==> src/rtl/bitty_pkg.sv <==
// rtl/bitty_pkg.sv - shared types and constants for the Bitty fetch sequencer
package bitty_pkg;

    localparam int INSTR_W     = 16;
    localparam int ADDR_W_DEF  = 8;
    localparam int TIMEOUT_DEF = 64;

    typedef enum logic [2:0] {
        ST_IDLE     = 3'd0,
        ST_FETCH    = 3'd1,
        ST_WAIT_MEM = 3'd2,
        ST_ISSUE    = 3'd3,
        ST_EXEC     = 3'd4,
        ST_ADVANCE  = 3'd5,
        ST_FINISH   = 3'd6
    } state_e;

    function automatic logic [15:0] sat_inc16(input logic [15:0] v);
        return (v == 16'hFFFF) ? v : v + 16'd1;
    endfunction

endpackage

==> src/rtl/bitty_watchdog.sv <==
// rtl/bitty_watchdog.sv - per-instruction cycle watchdog with clear/enable
module bitty_watchdog
    import bitty_pkg::*;
#(
    parameter int TIMEOUT = TIMEOUT_DEF
) (
    input  logic clk,
    input  logic rst,
    input  logic clear_i,
    input  logic en_i,
    output logic expire_o
);

    localparam int CW = $clog2(TIMEOUT) + 1;

    logic [CW-1:0] count_q;
    logic [CW-1:0] count_d;

    always_comb begin
        count_d = count_q;
        if (clear_i) begin
            count_d = '0;
        end else if (en_i && (count_q != CW'(TIMEOUT - 1))) begin
            count_d = count_q + CW'(1);
        end
    end

    // Expires on the cycle whose increment would bring the count to TIMEOUT-1.
    assign expire_o = en_i && (count_q == CW'(TIMEOUT - 2));

    always_ff @(posedge clk or posedge rst) begin
        if (rst) begin
            count_q <= '0;
        end else begin
            count_q <= count_d;
        end
    end

endmodule

==> src/rtl/bitty_fetch_sequencer.sv <==
// rtl/bitty_fetch_sequencer.sv - steps the Bitty core through a stored program
module bitty_fetch_sequencer
    import bitty_pkg::*;
#(
    parameter int ADDR_W  = ADDR_W_DEF,
    parameter int TIMEOUT = TIMEOUT_DEF
) (
    input  logic               clk,
    input  logic               reset,
    input  logic               start,
    input  logic               stop,
    input  logic [ADDR_W-1:0]  last_addr,
    output logic               mem_rd,
    output logic [ADDR_W-1:0]  mem_addr,
    input  logic [INSTR_W-1:0] mem_rdata,
    output logic [INSTR_W-1:0] instruction,
    output logic               run,
    input  logic               done,
    output logic [ADDR_W-1:0]  pc,
    output logic               busy,
    output logic               finished,
    output logic               timeout_err,
    output logic [15:0]        instr_count
);

    state_e              state_q, state_d;
    logic [ADDR_W-1:0]   pc_q, pc_d;
    logic [ADDR_W-1:0]   last_q, last_d;
    logic [INSTR_W-1:0]  instr_q, instr_d;
    logic [15:0]         count_q, count_d;
    logic                terr_q, terr_d;
    logic                wd_clear;
    logic                wd_en;
    logic                wd_expire;

    bitty_watchdog #(
        .TIMEOUT (TIMEOUT)
    ) u_watchdog (
        .clk      (clk),
        .rst      (reset),
        .clear_i  (wd_clear),
        .en_i     (wd_en),
        .expire_o (wd_expire)
    );

    always_comb begin
        state_d  = state_q;
        pc_d     = pc_q;
        last_d   = last_q;
        instr_d  = instr_q;
        count_d  = count_q;
        terr_d   = terr_q;
        wd_clear = 1'b0;
        wd_en    = 1'b0;

        case (state_q)
            ST_IDLE: begin
                if (start && !stop) begin
                    pc_d    = '0;
                    last_d  = last_addr;
                    count_d = '0;
                    terr_d  = 1'b0;
                    state_d = ST_FETCH;
                end
            end
            ST_FETCH: begin
                state_d = ST_WAIT_MEM;
            end
            ST_WAIT_MEM: begin
                instr_d = mem_rdata;
                state_d = ST_ISSUE;
            end
            ST_ISSUE: begin
                wd_clear = 1'b1;
                state_d  = ST_EXEC;
            end
            ST_EXEC: begin
                wd_en = 1'b1;
                // done takes priority over a same-cycle watchdog expiry
                if (done) begin
                    count_d = sat_inc16(count_q);
                    state_d = ST_ADVANCE;
                end else if (wd_expire) begin
                    terr_d  = 1'b1;
                    state_d = ST_IDLE;
                end
            end
            ST_ADVANCE: begin
                if (pc_q == last_q) begin
                    state_d = ST_FINISH;
                end else begin
                    pc_d    = pc_q + ADDR_W'(1);
                    state_d = ST_FETCH;
                end
            end
            ST_FINISH: begin
                state_d = ST_IDLE;
            end
            default: begin
                state_d = ST_IDLE;
            end
        endcase

        // Abort leaves pc/instruction/count as they were for post-mortem inspection.
        if (stop && (state_q != ST_IDLE)) begin
            state_d = ST_IDLE;
            pc_d    = pc_q;
            instr_d = instr_q;
            count_d = count_q;
            terr_d  = terr_q;
        end
    end

    always_ff @(posedge clk or posedge reset) begin
        if (reset) begin
            state_q <= ST_IDLE;
            pc_q    <= '0;
            last_q  <= '0;
            instr_q <= '0;
            count_q <= '0;
            terr_q  <= 1'b0;
        end else begin
            state_q <= state_d;
            pc_q    <= pc_d;
            last_q  <= last_d;
            instr_q <= instr_d;
            count_q <= count_d;
            terr_q  <= terr_d;
        end
    end

    assign mem_rd      = (state_q == ST_FETCH)  && !stop;
    assign run         = (state_q == ST_ISSUE)  && !stop;
    assign finished    = (state_q == ST_FINISH) && !stop;
    assign busy        = (state_q != ST_IDLE);
    assign mem_addr    = pc_q;
    assign pc          = pc_q;
    assign instruction = instr_q;
    assign timeout_err = terr_q;
    assign instr_count = count_q;

endmodule

==> config.mk <==
export PLATFORM = sky130hd
export DESIGN_NAME = bitty_fetch_sequencer
export DESIGN_NICKNAME = d
export VERILOG_FILES = /design/src/rtl/bitty_pkg.sv /design/src/rtl/bitty_watchdog.sv /design/src/rtl/bitty_fetch_sequencer.sv
export SDC_FILE = /design/constraint.sdc
export NUM_CORES = 1
export LEC_CHECK = 0
export CAP_MARGIN = 30
export CORE_MARGIN = 8
export CORE_UTILIZATION = 49
export DETAILED_ROUTE_END_ITERATION = 12
export PLACE_DENSITY = 0.92
export SLEW_MARGIN = 15
export SYNTH_ARGS = -nofsm -noshare
export SYNTH_HDL_FRONTEND = slang
export SYNTH_HIERARCHICAL = 1
export SYNTH_SLANG_ARGS = --single-unit
==> constraint.sdc <==
create_clock -name clk -period 2.5 [get_ports clk]
set_input_delay 0.375 -clock clk [delete_from_list [all_inputs] [get_ports clk]]
set_output_delay 0.375 -clock clk [all_outputs]
set_load 0.05 [all_outputs]
==> out/results.tsv <==
metric	value	unit
WP data required	2120	ps
# DRC	0	
largest net degree at the start of global routing	53	
layout filler cell count	476	
Final Util	0.680	
post-synth top area share	0.477	
worst r2r src	state_q[0]$_DFFE_PP0P_	
Simple-Gate Fraction of Synth Area	0.181	
Worst-Margin Slew	534	ps
Worst-Skew Late Latency	350	ps
DP HPWL	5720	um
GRT Resource Usage Total	0.182	
fin crit share	0.957	
Iter 0 DRT Violations	142	
Layout area overhead	37.0	%
share of cells above drive strength 1	0.133	
vias per cell	5.72	
Rows	29	
Die Span Y	95.5	um
max-slew violation count	0	
Starting Density	0.496	
CTS H-tree lvls	3	
largest family of logic cells by synthesized area	simple AND/OR/NAND/NOR gates	
critical path startpoint category	flop	
#FFs+latches synth	59	
grt total ovfl	0	
post-route ant nets	0	
initial antenna violation count	0	
clock buffer depth	2	
Power per Cell Area	830	mW/mm2
Worst Hold Class	in2async	
Syn Area/Cell	10.5	um2
Synth cell types	56	
post-route minimum period	2390	ps
vias in the first global route	2653	
Leakage	1.75	nW
crit end category	output port	
clock sinks	59	
FMAX	0.418	GHz
post-cts sizing count	0	
CTS Buf Count	9	
largest area contributor in the netlist	dfrtp_1	
most frequent cells in the layout	clkdlybuf4s50_1, dfrtp_1, mux2_1	
global-route wire length before repair	12900	um
CTS tree	yes	
final setup violating endpoints	0	
Die W	95.5	um
Syn Inst Count	296	
post-CTS setup buffers	0	
most common cell after layout, fill and taps aside	clkdlybuf4s50_1	
count of input and output buffers	81	
synth top area cells	dfrtp_1, mux2_1, xnor2_1	
RSZ-0062 raised after global routing	false	
multiplexer area fraction after synthesis	0.101	
r2r setup slk	300	ps
worst-path fanout max	13	
final setup margin	107	ps
final clock skew	11.1	ps
Tot Pwr	0.00352	W
DR vias	2629	
Final Hold Viols	0	
hold bufs inserted after CTS	0	
Root Buffer	clkbuf_8	
Max-Slew Margin vs Limit	0.643	
post-placement setup slack	-39.6	ps
Post-synth EDFFs	0	
mapped cell area	0.00310	mm2
post-synthesis adder-cell area fraction	0.0162	
Top Ports	82	
syn_nets	329	
crit path from	state_q[0]$_DFFE_PP0P_	
maxcap violations	0	
Final #Nets	411	
Compound-Gate Fraction of Synth Area	0.136	
WP data arrival	2020	ps
worst setup path category	reg2out	
Pre-antenna DRT Iters	4	
Yosys Warn Count	6	
async set or reset register ratio after synthesis	1.00	
die area	0.00912	mm2
sequential area share after synthesis	0.477	
Most used DFF post-synth	dfrtp_1	
setup_tns	0	ps
post-DR wirelength/cell	17.0	um
Placer Congestion	0.833	
Post-Synth XOR/XNOR Area	0.0311	
drt total wl	7830	um
final hold slack	308	ps
antenna diode count	0	
Worst VDD drop	0.777	mV
Reg clk slew, reported paths	80	ps
Core Region	0.00624	mm2
status	finished, final reports clean	
final timing paths:
| path | end | cells past startpoint |
|---|---|---|
| max | busy | 2 |
| min in group clk | instruction[5]$_DFFE_PP0P_ | 1 |
| max in group asynchronous | timeout_err$_DFFE_PP0P_ | 3 |
| min | u_watchdog/count_q[2]$_DFFE_PP0P_ | 2 |
| max reg2reg | mem_addr[5]$_DFFE_PP0P_ | 6 |
| min reg2reg | instruction[5]$_DFFE_PP0P_ | 1 |
registers in the layout, summed over array words and instances (netlist names):
name,count
last_q,8
instr_count,16
timeout_err,1
mem_addr,8
instruction,16
u_watchdog/count_q,7
state_q,3
stage by stage:
stage	instances	cell area, um2
floorplan	296	3100
global placement	443	4010
detailed placement	443	4010
CTS	459	4240
global route	460	4250
finish	460	4250
kinds of logic (layout without fill, tap and decap cells):
| kind of cell | Yosys count | count (layout) |
|---|---|---|
| simple gates | 97 | 97 |
| compound gates | 63 | 63 |
| flops | 59 | 59 |
| buf+inv | 35 | 122 |
| mux | 27 | 27 |
| xor+xnor | 11 | 11 |
| fa+ha+maj | 4 | 4 |
critical path, stage by stage, from the launching register on:
cell and delay (ps):
dfrtp_1 510, or3_1 450, clkdlybuf4s50_1 720
power breakdown:
part           internal (W)  switching [W]
Combinational      0.000484       0.000754
Clock              0.000614       0.000386
Sequential          0.00115       0.000136
cells in the mapped netlist, types with 3 or more instances:
cell type and count:
buf_2 10, nor2b_1 3, nor3_1 7, dfrtp_1 59, xnor2_1 9, ha_1 4, or4_1 4, o31ai_1 10
nand3_1 12, buf_4 8, a21oi_1 15, nand4_1 9, nor2_1 15, a31oi_1 3, mux2_1 20, o21ai_1 6
and2_1 4, inv_1 14, or3_1 7, o21ai_0 10, nand2_1 15, mux2_2 5, and3_1 4
final cells by class:
type	count	area [um2]	area share
Inverter	14	52.6	0.0124
Clock inverter	4	72.6	0.0171
Timing Repair Buffer	92	946	0.223
Tap cell	77	96.3	0.0227
Clock buffer	12	155	0.0365
Multi-Input combinational cell	202	1450	0.341
Sequential cell	59	1480	0.348
routing by layer:
metal  global-route usage  up-vias  share of wire
met3               0.0717       16          0.092
met5                    0        -              0
met4               0.0768        0          0.018
li1                     -     1230              -
met1                0.207     1289           0.39
met2                0.297       94           0.50
Note: power is estimated with default switching activity, not from simulation.
